--- src/rtl/alu_seq.sv ---
// Sequencer that drives a nibble-serial 8-bit ALU through LDA/LO/HI steps and
// returns a registered result with Z/N/H/C flags. Optional macro: ALU_SEQ_STATS_EN.
module alu_seq (
  input  logic        clk,
  input  logic        reset,
  input  logic        req_valid,
  output logic        req_ready,
  input  logic [2:0]  req_op,
  input  logic [7:0]  req_a,
  input  logic [7:0]  req_b,
  input  logic        req_cf,
  input  logic        abort,
  output logic [7:0]  alu_op,
  output logic        alu_la,
  output logic        alu_lb,
  output logic        alu_oe,
  output logic        alu_sh,
  output logic        alu_r,
  output logic        alu_s,
  output logic        alu_v,
  output logic        alu_ne,
  output logic        alu_ci,
  output logic        alu_l,
  output logic        alu_h,
  input  logic [7:0]  alu_result,
  input  logic        alu_zero,
  input  logic        alu_carry,
  output logic        rsp_valid,
  output logic [7:0]  rsp_data,
  output logic        rsp_z,
  output logic        rsp_n,
  output logic        rsp_h,
  output logic        rsp_c,
  output logic        rsp_wb,
  output logic [15:0] stat_count
);

  typedef enum logic [2:0] {IDLE, LDA, LO, HI, DONE} state_t;

  localparam logic [2:0] OP_ADD = 3'd0;
  localparam logic [2:0] OP_ADC = 3'd1;
  localparam logic [2:0] OP_SUB = 3'd2;
  localparam logic [2:0] OP_SBC = 3'd3;
  localparam logic [2:0] OP_AND = 3'd4;
  localparam logic [2:0] OP_XOR = 3'd5;
  localparam logic [2:0] OP_OR  = 3'd6;
  localparam logic [2:0] OP_CP  = 3'd7;

  state_t     state_r;
  logic [2:0] op_r;
  logic [7:0] a_r;
  logic [7:0] b_r;
  logic       cf_r;
  logic       lo_c_r;
  logic       done_s;

  function automatic logic [3:0] fn_bits(input logic [2:0] op);
    case (op)
      OP_ADD, OP_ADC:         fn_bits = 4'b0110;
      OP_SUB, OP_SBC, OP_CP:  fn_bits = 4'b0111;
      OP_AND:                 fn_bits = 4'b0010;
      OP_XOR:                 fn_bits = 4'b1100;
      OP_OR:                  fn_bits = 4'b1110;
      default:                fn_bits = 4'b0000;
    endcase
  endfunction

  function automatic logic is_sub(input logic [2:0] op);
    is_sub = (op == OP_SUB) || (op == OP_SBC) || (op == OP_CP);
  endfunction

  function automatic logic is_arith(input logic [2:0] op);
    is_arith = (op == OP_ADD) || (op == OP_ADC) || is_sub(op);
  endfunction

  // Carry-in for the low nibble; subtraction is a + ~b + 1 with borrow inverted
  function automatic logic lo_ci(input logic [2:0] op, input logic cf);
    case (op)
      OP_ADD:        lo_ci = 1'b0;
      OP_ADC:        lo_ci = cf;
      OP_SUB, OP_CP: lo_ci = 1'b1;
      OP_SBC:        lo_ci = ~cf;
      default:       lo_ci = 1'b0;
    endcase
  endfunction

  assign alu_sh = 1'b0;

  // Marks the HI step completing into DONE
  always_comb begin
    done_s = (state_r == HI) && !abort;
  end

  // Sequencer state, operand latches, registered ALU controls and response
  always_ff @(posedge clk) begin
    if (reset) begin
      state_r   <= IDLE;
      req_ready <= 1'b1;
      op_r      <= 3'd0;
      a_r       <= 8'd0;
      b_r       <= 8'd0;
      cf_r      <= 1'b0;
      lo_c_r    <= 1'b0;
      alu_op    <= 8'd0;
      {alu_la, alu_lb, alu_oe, alu_r, alu_s, alu_v, alu_ne, alu_ci, alu_l, alu_h} <= 10'd0;
      rsp_valid <= 1'b0;
      rsp_data  <= 8'd0;
      {rsp_z, rsp_n, rsp_h, rsp_c, rsp_wb} <= 5'd0;
    end else begin
      alu_op    <= 8'd0;
      {alu_la, alu_lb, alu_oe, alu_r, alu_s, alu_v, alu_ne, alu_ci, alu_l, alu_h} <= 10'd0;
      rsp_valid <= 1'b0;
      case (state_r)
        IDLE, DONE: begin
          if (req_valid) begin
            op_r      <= req_op;
            a_r       <= req_a;
            b_r       <= req_b;
            cf_r      <= req_cf;
            state_r   <= LDA;
            req_ready <= 1'b0;
            alu_op    <= req_a;
            alu_la    <= 1'b1;
          end else begin
            state_r   <= IDLE;
            req_ready <= 1'b1;
          end
        end
        LDA: begin
          if (abort) begin
            state_r   <= IDLE;
            req_ready <= 1'b1;
          end else begin
            state_r <= LO;
            alu_op  <= b_r;
            alu_lb  <= 1'b1;
            alu_l   <= 1'b1;
            {alu_r, alu_s, alu_v, alu_ne} <= fn_bits(op_r);
            alu_ci  <= lo_ci(op_r, cf_r);
          end
        end
        LO: begin
          if (abort) begin
            state_r   <= IDLE;
            req_ready <= 1'b1;
          end else begin
            // Low-nibble carry chains into the high nibble on the next step
            lo_c_r  <= alu_carry;
            state_r <= HI;
            alu_h   <= 1'b1;
            alu_oe  <= 1'b1;
            {alu_r, alu_s, alu_v, alu_ne} <= fn_bits(op_r);
            alu_ci  <= is_arith(op_r) ? alu_carry : 1'b0;
          end
        end
        HI: begin
          if (abort) begin
            state_r   <= IDLE;
            req_ready <= 1'b1;
          end else begin
            state_r   <= DONE;
            req_ready <= 1'b1;
            rsp_valid <= 1'b1;
            rsp_data  <= alu_result;
            rsp_z     <= alu_zero;
            rsp_n     <= is_sub(op_r);
            rsp_h     <= is_sub(op_r) ? ~lo_c_r : (is_arith(op_r) ? lo_c_r : (op_r == OP_AND));
            rsp_c     <= is_sub(op_r) ? ~alu_carry : (is_arith(op_r) ? alu_carry : 1'b0);
            rsp_wb    <= (op_r != OP_CP);
          end
        end
        default: begin
          state_r   <= IDLE;
          req_ready <= 1'b1;
        end
      endcase
    end
  end

`ifdef ALU_SEQ_STATS_EN
  logic [15:0] stat_r;

  // Saturating count of completed operations
  always_ff @(posedge clk) begin
    if (reset) begin
      stat_r <= 16'd0;
    end else if (done_s && (stat_r != 16'hFFFF)) begin
      stat_r <= stat_r + 16'd1;
    end else begin
      stat_r <= stat_r;
    end
  end

  assign stat_count = stat_r;
`else
  logic unused_done_s;
  assign unused_done_s = done_s;
  assign stat_count    = 16'd0;
`endif

endmodule
--- config.mk ---
export PLATFORM = sky130hd
export DESIGN_NAME = alu_seq
export DESIGN_NICKNAME = d
export VERILOG_FILES = /design/src/rtl/alu_seq.sv
export SDC_FILE = /design/constraint.sdc
export NUM_CORES = 1
export LEC_CHECK = 0
export CORE_MARGIN = 3
export CORE_UTILIZATION = 45
export CTS_CLUSTER_SIZE = 8
export DETAILED_ROUTE_END_ITERATION = 10
export HOLD_SLACK_MARGIN = 0.05
export PLACE_DENSITY = 0.85
export REMOVE_ABC_BUFFERS = 1
export SYNTH_ARGS = -nofsm -noshare
export SYNTH_HDL_FRONTEND = slang
export SYNTH_SLANG_ARGS = --single-unit
--- constraint.sdc ---
create_clock -name clk -period 4.08 [get_ports clk]
set_clock_uncertainty 0.1 [all_clocks]
set_input_delay 0.816 -clock clk [delete_from_list [all_inputs] [get_ports clk]]
set_output_delay 0.816 -clock clk [all_outputs]
set_load 0.03 [all_outputs]
==> impl_metrics.csv, run 1 <==
group,metric,value,unit
timing,rsz0062_at_grt,"false",
worst_setup_path,crit_family,"simple AND/OR/NAND/NOR gates",
worst_setup_path,cp.required,4.18,ns
clocking,numCtsBuffers,5,
worst_setup_path,slowest_delay,0.59,ns
worst_setup_path,crit_buf_inv,1,
power_and_ir_drop,total_power,0.941,mW
logic_synthesis,synth_edf_count,0,
clocking,cts_tree,"yes",
finish,area.growth.synth_to_final,34.1,%
job,maxCapViolations,0,
worst_setup_path,start_kind,"input pin",
power_and_ir_drop,switching_share,26.4,%
finish,final_common_cell,"clkdlybuf4s50_1",
global_routing,grt_max_degree,19,
timing,finalCritPeriodShare,61.6,%
floorplan,ioPinCount,84,
worst_setup_path,path_depth,6,
place,place_area,2590,µm²
logic_synthesis,synthCells,230,
finish,num_antenna_cells,0,
timing,period_minus_slack,2.51,ns
power_and_ir_drop,pwr-share-seq,56.0,%
floorplan,coreArea,4140,µm²
worst_hold_path,hold_path_class,"flip-flop to flip-flop",
worst_setup_path,cp-end-kind,"flip-flop",
worst_setup_path,crit_type,"input pin to flip-flop",
timing,hold_viol,0,
global_routing,antenna_found_initial,0,
worst_setup_path,r2r_slack,2.01,ns
logic_synthesis,ys_ff_latch,51,
finish,fillers,378,
floorplan,die-height,72.5,µm
clocking,clk_pin_slew,0.09,ns
run_status,status,"finished, final reports clean",
global_routing,gr-total-overflow,0,
detailed_routing,num_vias,1689,
clocking,ctsResizeCount,0,
timing,whs,0.333,ns
clocking,cts.sinks,51,
finish,fin_cells,339,
logic_synthesis,yosysSeqAreaShare,51.3,%
detailed_routing,drt-total-wl,4.29,mm
floorplan,row_count,23,
power_and_ir_drop,irDropWorstVdd,0.000166,V
timing,tns,0,ns
clocking,ctsHoldBuffers,0,
clocking,htree_levels,2,
clocking,post_cts_buffers,0,
clocking,cts_buffer_depth,2,
detailed_routing,dr.pass1.iters,4,
place,finalWeightedCongestion,0.831,
clocking,clock_latency,0.31,ns
global_routing,grt_pass1_wl,6.89,mm
detailed_routing,drtIter0Drc,60,
worst_setup_path,path_max_fanout,16,
logic_synthesis,syn_area,1990,µm²
detailed_routing,wl_per_cell,12.7,µm
place,dp_slack,1.24,ns
global_routing,track_usage,16.9,%
detailed_routing,ant_nets,0,
place,place_inst,332,
timing,postLayoutSetupSlackWorst,1.57,ns
finish,mostFrequentLayoutCells,"clkdlybuf4s50_1 (66), dfxtp_1 (51), nand2_1 (47)",
finish,design_area,2670,µm²
logic_synthesis,yosysUniqueCellTypes,34,
power_and_ir_drop,pwr-share-clk,29.2,%
timing,clock.fmax,0.398,GHz
worst_setup_path,critical_path_arrival,2.61,ns
power_and_ir_drop,power_density,352,nW/µm²
timing,worst_slew_pin_slew,0.922,ns
finish,num-nets-final,324,
floorplan,die_w,72.5,µm
place,io_buffers,66,
place,dp_hpwl,3.16,mm
timing,maxSlewHeadroom,38.4,%
floorplan,die_area,5260,µm²
worst_setup_path,rr_worst_depth,5,
power_and_ir_drop,leakage,1.00,nW
power_and_ir_drop,p_switching,0.249,mW
worst_setup_path,crit_path_cell_trace,"clkdlybuf4s50_1 -> or3b_1 -> nand2_1 -> a21oi_1 -> ha_1 -> and2_1",
worst_setup_path,critPathLaunch,"req_valid",
timing,setup_viol,0,
clocking,cts_root_buf,"clkbuf_8",
logic_synthesis,async_reset_ff_share,0,%
timing,slew_violations,0,
power_and_ir_drop,p_int,0.692,mW
logic_synthesis,ys.flop_type,"dfxtp_1",
global_routing,grt_pass1_vias,1572,
floorplan,floorplan.initialDensity,48.0,%
logic_synthesis,yosysWarnings,0,
finish,utilization,64.4,%
worst_setup_path,cp_slowest_cell,"or3b_1",
power_and_ir_drop,power_frac_comb,14.8,%
finish,drive_above_1_share,4.50,%
detailed_routing,drc,0,
detailed_routing,vias_per_cell,4.98,
logic_synthesis,synth.avg_cell_area,8.66,µm²
worst_setup_path,worstReg2RegStart,"state_r[0]",
## per-layer routing
metal | global-route usage [%] | share of wire [%]
met5 | 0 | 0
met4 | 9.22 | 2.6
met3 | 6.09 | 10
met2 | 27.2 | 45
met1 | 19.6 | 42
## how the worst min path moves through the flow
stage | end | slack, ns | depth (start not counted)
finish | alu_ne | 0.33 | 1
global route | alu_ne | 0.36 | 1
CTS | alu_v | 0.34 | 1
detailed placement | alu_v | 0.32 | 1
global placement | alu_s | 0.32 | 1
floorplan | alu_ne | 0.31 | 1
## power by group through the flow
stage	combinational, mW	sequential [mW]	clock (mW)
after floorplan	0.0606	0.549	0
after global placement	0.137	0.537	0
after detailed placement	0.139	0.538	0
after CTS	0.140	0.526	0.284
after global routing	0.151	0.529	0.304
final	0.140	0.527	0.275
## area by class of cell
class | count | area (µm²) | share of cell area [%]
flip-flops and latches | 51 | 1020 | 38.2
clock inverters | 2 | 13.8 | 0.515
repair buffers | 69 | 683 | 25.6
inverters | 3 | 11.3 | 0.422
well taps | 50 | 62.6 | 2.34
multi-input cells | 159 | 810 | 30.3
clock buffers | 5 | 68.8 | 2.58
## worst register-to-register path: stages, from the launching register on
cell and delay [ns]:
dfxtp_1 0.56, or3b_1 0.51, nand2_1 0.13, a21oi_1 0.26
ha_1 0.27, and2_1 0.13
## cell families (layout without fill, tap and decap cells)
group / Yosys count / in the layout / share of synthesized area [%]
fa+ha+maj: 1 / 1 / 0.628
buf+inv: 36 / 79 / 11.3
xor+xnor: 1 / 1 / 0.440
simple gates: 90 / 90 / 20.6
compound gates: 50 / 50 / 15.5
flops: 51 / 51 / 51.3
other cells: 1 / 17 / 0.188
## synthesized netlist by cell type, drive strengths merged, types with 3 or more instances
| library cell | instances | area, µm² |
|---|---|---|
| inv | 3 | 11.3 |
| nor2 | 19 | 71.3 |
| a211oi | 4 | 30.0 |
| a21oi | 29 | 149 |
| dfxtp | 51 | 1020 |
| clkbuf | 9 | 33.8 |
| a22oi | 8 | 60.1 |
| nand2b | 5 | 31.3 |
| buf | 24 | 180 |
| nand2 | 47 | 176 |
| and2 | 6 | 37.5 |
## sequential cells by signal (all words and copies together), names as in the netlist, named ones only
name,flops
rsp_valid,1
alu_r,1
alu_h,1
alu_op,8
rsp_wb,1
alu_v,1
b_r,8
req_ready,1
state_r,3
alu_ne,1
rsp_n,1
alu_la,1
lo_c_r,1
rsp_h,1
alu_s,1
rsp_data,8
alu_ci,1
op_r,3
rsp_z,1
alu_l,1
rsp_c,1
cf_r,1
(Power assumes the default switching activity.)
==> run 2: changes to the inputs <==
--- a/config.mk
+++ b/config.mk
@@ -6,11 +6,11 @@
 export NUM_CORES = 1
 export LEC_CHECK = 0
 export CORE_MARGIN = 3
-export CORE_UTILIZATION = 45
+export CORE_UTILIZATION = 42
 export CTS_CLUSTER_SIZE = 8
 export DETAILED_ROUTE_END_ITERATION = 10
 export HOLD_SLACK_MARGIN = 0.05
-export PLACE_DENSITY = 0.85
+export PLACE_DENSITY = 0.8
 export REMOVE_ABC_BUFFERS = 1
 export SYNTH_ARGS = -nofsm -noshare
 export SYNTH_HDL_FRONTEND = slang
==> constraint.sdc (replaced) <==
create_clock -name clk -period 2.6 [get_ports clk]
set_clock_uncertainty 0.1 [all_clocks]
set_input_delay 0.52 -clock clk [delete_from_list [all_inputs] [get_ports clk]]
set_output_delay 0.52 -clock clk [all_outputs]
set_load 0.03 [all_outputs]
==> run 2 against run 1 <==
Combinational power increased by 61%. Via count about the same. Worst setup slack got worse by 1.1 ns. Final area increased by 2.1%. Core utilization decreased by 3.5 points. Largest cell class unchanged.
==> impl_metrics.csv, run 2 (synthesis gave the netlist of run 1 again) <==
group,metric,value,unit
timing,slew_violations,0,
power_and_ir_drop,total_power,1.53,mW
clocking,numCtsBuffers,5,
finish,num_antenna_cells,0,
place,dp_hpwl,3.18,mm
timing,hold_viol,0,
floorplan,row_count,24,
detailed_routing,dr.pass1.iters,4,
worst_setup_path,r2r_slack,0.77,ns
worst_hold_path,min_to,"alu_s",
worst_hold_path,hold_depth,1,
clocking,clk_pin_slew,0.09,ns
clocking,cts_buffer_depth,2,
detailed_routing,drtIter0Drc,54,
global_routing,use_met3,4.94,%
floorplan,die_area,5600,µm²
run_status,status,"finished, final reports clean",
timing,finalCritPeriodShare,80.2,%
floorplan,die-height,74.8,µm
worst_setup_path,crit_type,"input pin to flip-flop",
timing,rsz0062_at_grt,"false",
timing,period_minus_slack,2.09,ns
worst_setup_path,critical_path_arrival,2.19,ns
finish,fillers,413,
finish,num-nets-final,329,
timing,clock.fmax,0.479,GHz
finish,area.growth.synth_to_final,37.0,%
global_routing,gr-total-overflow,0,
detailed_routing,wl_per_cell,12.7,µm
power_and_ir_drop,power_density,560,nW/µm²
timing,worst_slew_pin_slew,0.576,ns
global_routing,grt_pass1_wl,6.78,mm
timing,setup_viol,0,
clocking,htree_levels,2,
clocking,cts_tree,"yes",
finish,drive_above_1_share,6.44,%
detailed_routing,drt-total-wl,4.42,mm
job,maxCapViolations,0,
clocking,cts_root_buf,"clkbuf_8",
power_and_ir_drop,irDropWorstVdd,0.000351,V
detailed_routing,vias_per_cell,4.87,
floorplan,floorplan.initialDensity,44.5,%
global_routing,grt_max_degree,18,
place,place_area,2630,µm²
global_routing,track_usage,15.9,%
floorplan,coreArea,4470,µm²
detailed_routing,ant_nets,0,
worst_setup_path,rr_worst_depth,5,
worst_setup_path,cp.required,2.70,ns
floorplan,ioPinCount,84,
global_routing,grt_use_met1,18.1,%
worst_setup_path,worstReg2RegStart,"state_r[0]",
worst_hold_path,hold_path_class,"flip-flop to flip-flop",
global_routing,grt_pass1_vias,1538,
clocking,clock_latency,0.30,ns
finish,final_common_cell,"clkdlybuf4s50_1",
floorplan,die_w,74.8,µm
finish,top_regs,"alu_op x8, b_r x8, rsp_data x8",
worst_setup_path,cp-end-kind,"flip-flop",
clocking,post_cts_buffers,0,
timing,tns,0,ns
global_routing,met2_usage,27.3,%
global_routing,grt.busiest_layer,"met2",
worst_setup_path,path_max_fanout,7,
timing,maxSlewHeadroom,61.5,%
power_and_ir_drop,leakage,1.03,nW
clocking,ctsHoldBuffers,0,
place,io_buffers,66,
finish,design_area,2730,µm²
detailed_routing,num_vias,1690,
detailed_routing,drc,0,
finish,mostFrequentLayoutCells,"clkdlybuf4s50_1 (66), dfxtp_1 (51), nand2_1 (47)",
place,finalWeightedCongestion,0.797,
clocking,cts.sinks,51,
global_routing,antenna_found_initial,0,
worst_setup_path,start_kind,"input pin",
clocking,ctsResizeCount,0,
[run 2: changes by cell type in the layout (fill, tap and decap cells not counted), sizes merged]
cell / delta
buf: +5
clkbuf: +1
clkinvlp: +1
clkinv: -1
[run 2: worst max path at each step]
stage               startpoint        end  slack [ns]  depth (start not counted)
finish               req_valid  flip-flop        0.51                          6
global route         req_valid  flip-flop        0.37                          6
CTS                  req_valid  flip-flop        0.53                          6
detailed placement   req_valid  flip-flop        0.22                          6
global placement     req_valid  flip-flop        0.26                          6
floorplan            req_valid  flip-flop       -0.20                          5
[run 2: cell type report]
class	count	area (µm²)	area share, %
clock buffer	6	82.6	3.03
clock inverter	2	16.3	0.597
inverter	3	11.3	0.413
multi-input combinational	159	810	29.7
sequential	51	1020	37.4
tap	52	65.1	2.39
timing repair buffer	74	721	26.4
[run 2: routing by layer]
layer,part of all wire [%],up-vias
met5,0,-
met1,44,752
li1,-,856
met2,46,76
met4,1.5,0
met3,8.5,6
[run 2: power breakdown]
part / internal, mW / switching, mW
sequential: 0.807 / 0.0193
combinational: 0.0993 / 0.126
clock: 0.217 / 0.257
total: 1.12 / 0.402
[run 2: worst max-delay path, stage by stage]
cell and delay [ns]:
clkdlybuf4s50_1 0.49, nor3b_2 0.37, nand2_1 0.12, a21oi_1 0.26, ha_1 0.28, and2_1 0.13
[run 2: stage by stage]
stage	hold WS (ns)	worst slack (ns)	util (%)	cells
after detailed placement	0.314	0.224	58.7	339
final	0.325	0.514	60.9	347
after global placement	0.318	0.263	58.7	339
after global routing	0.346	0.372	60.9	347
after CTS	0.331	0.529	60.9	347
after floorplan	0.306	-0.199	-	213
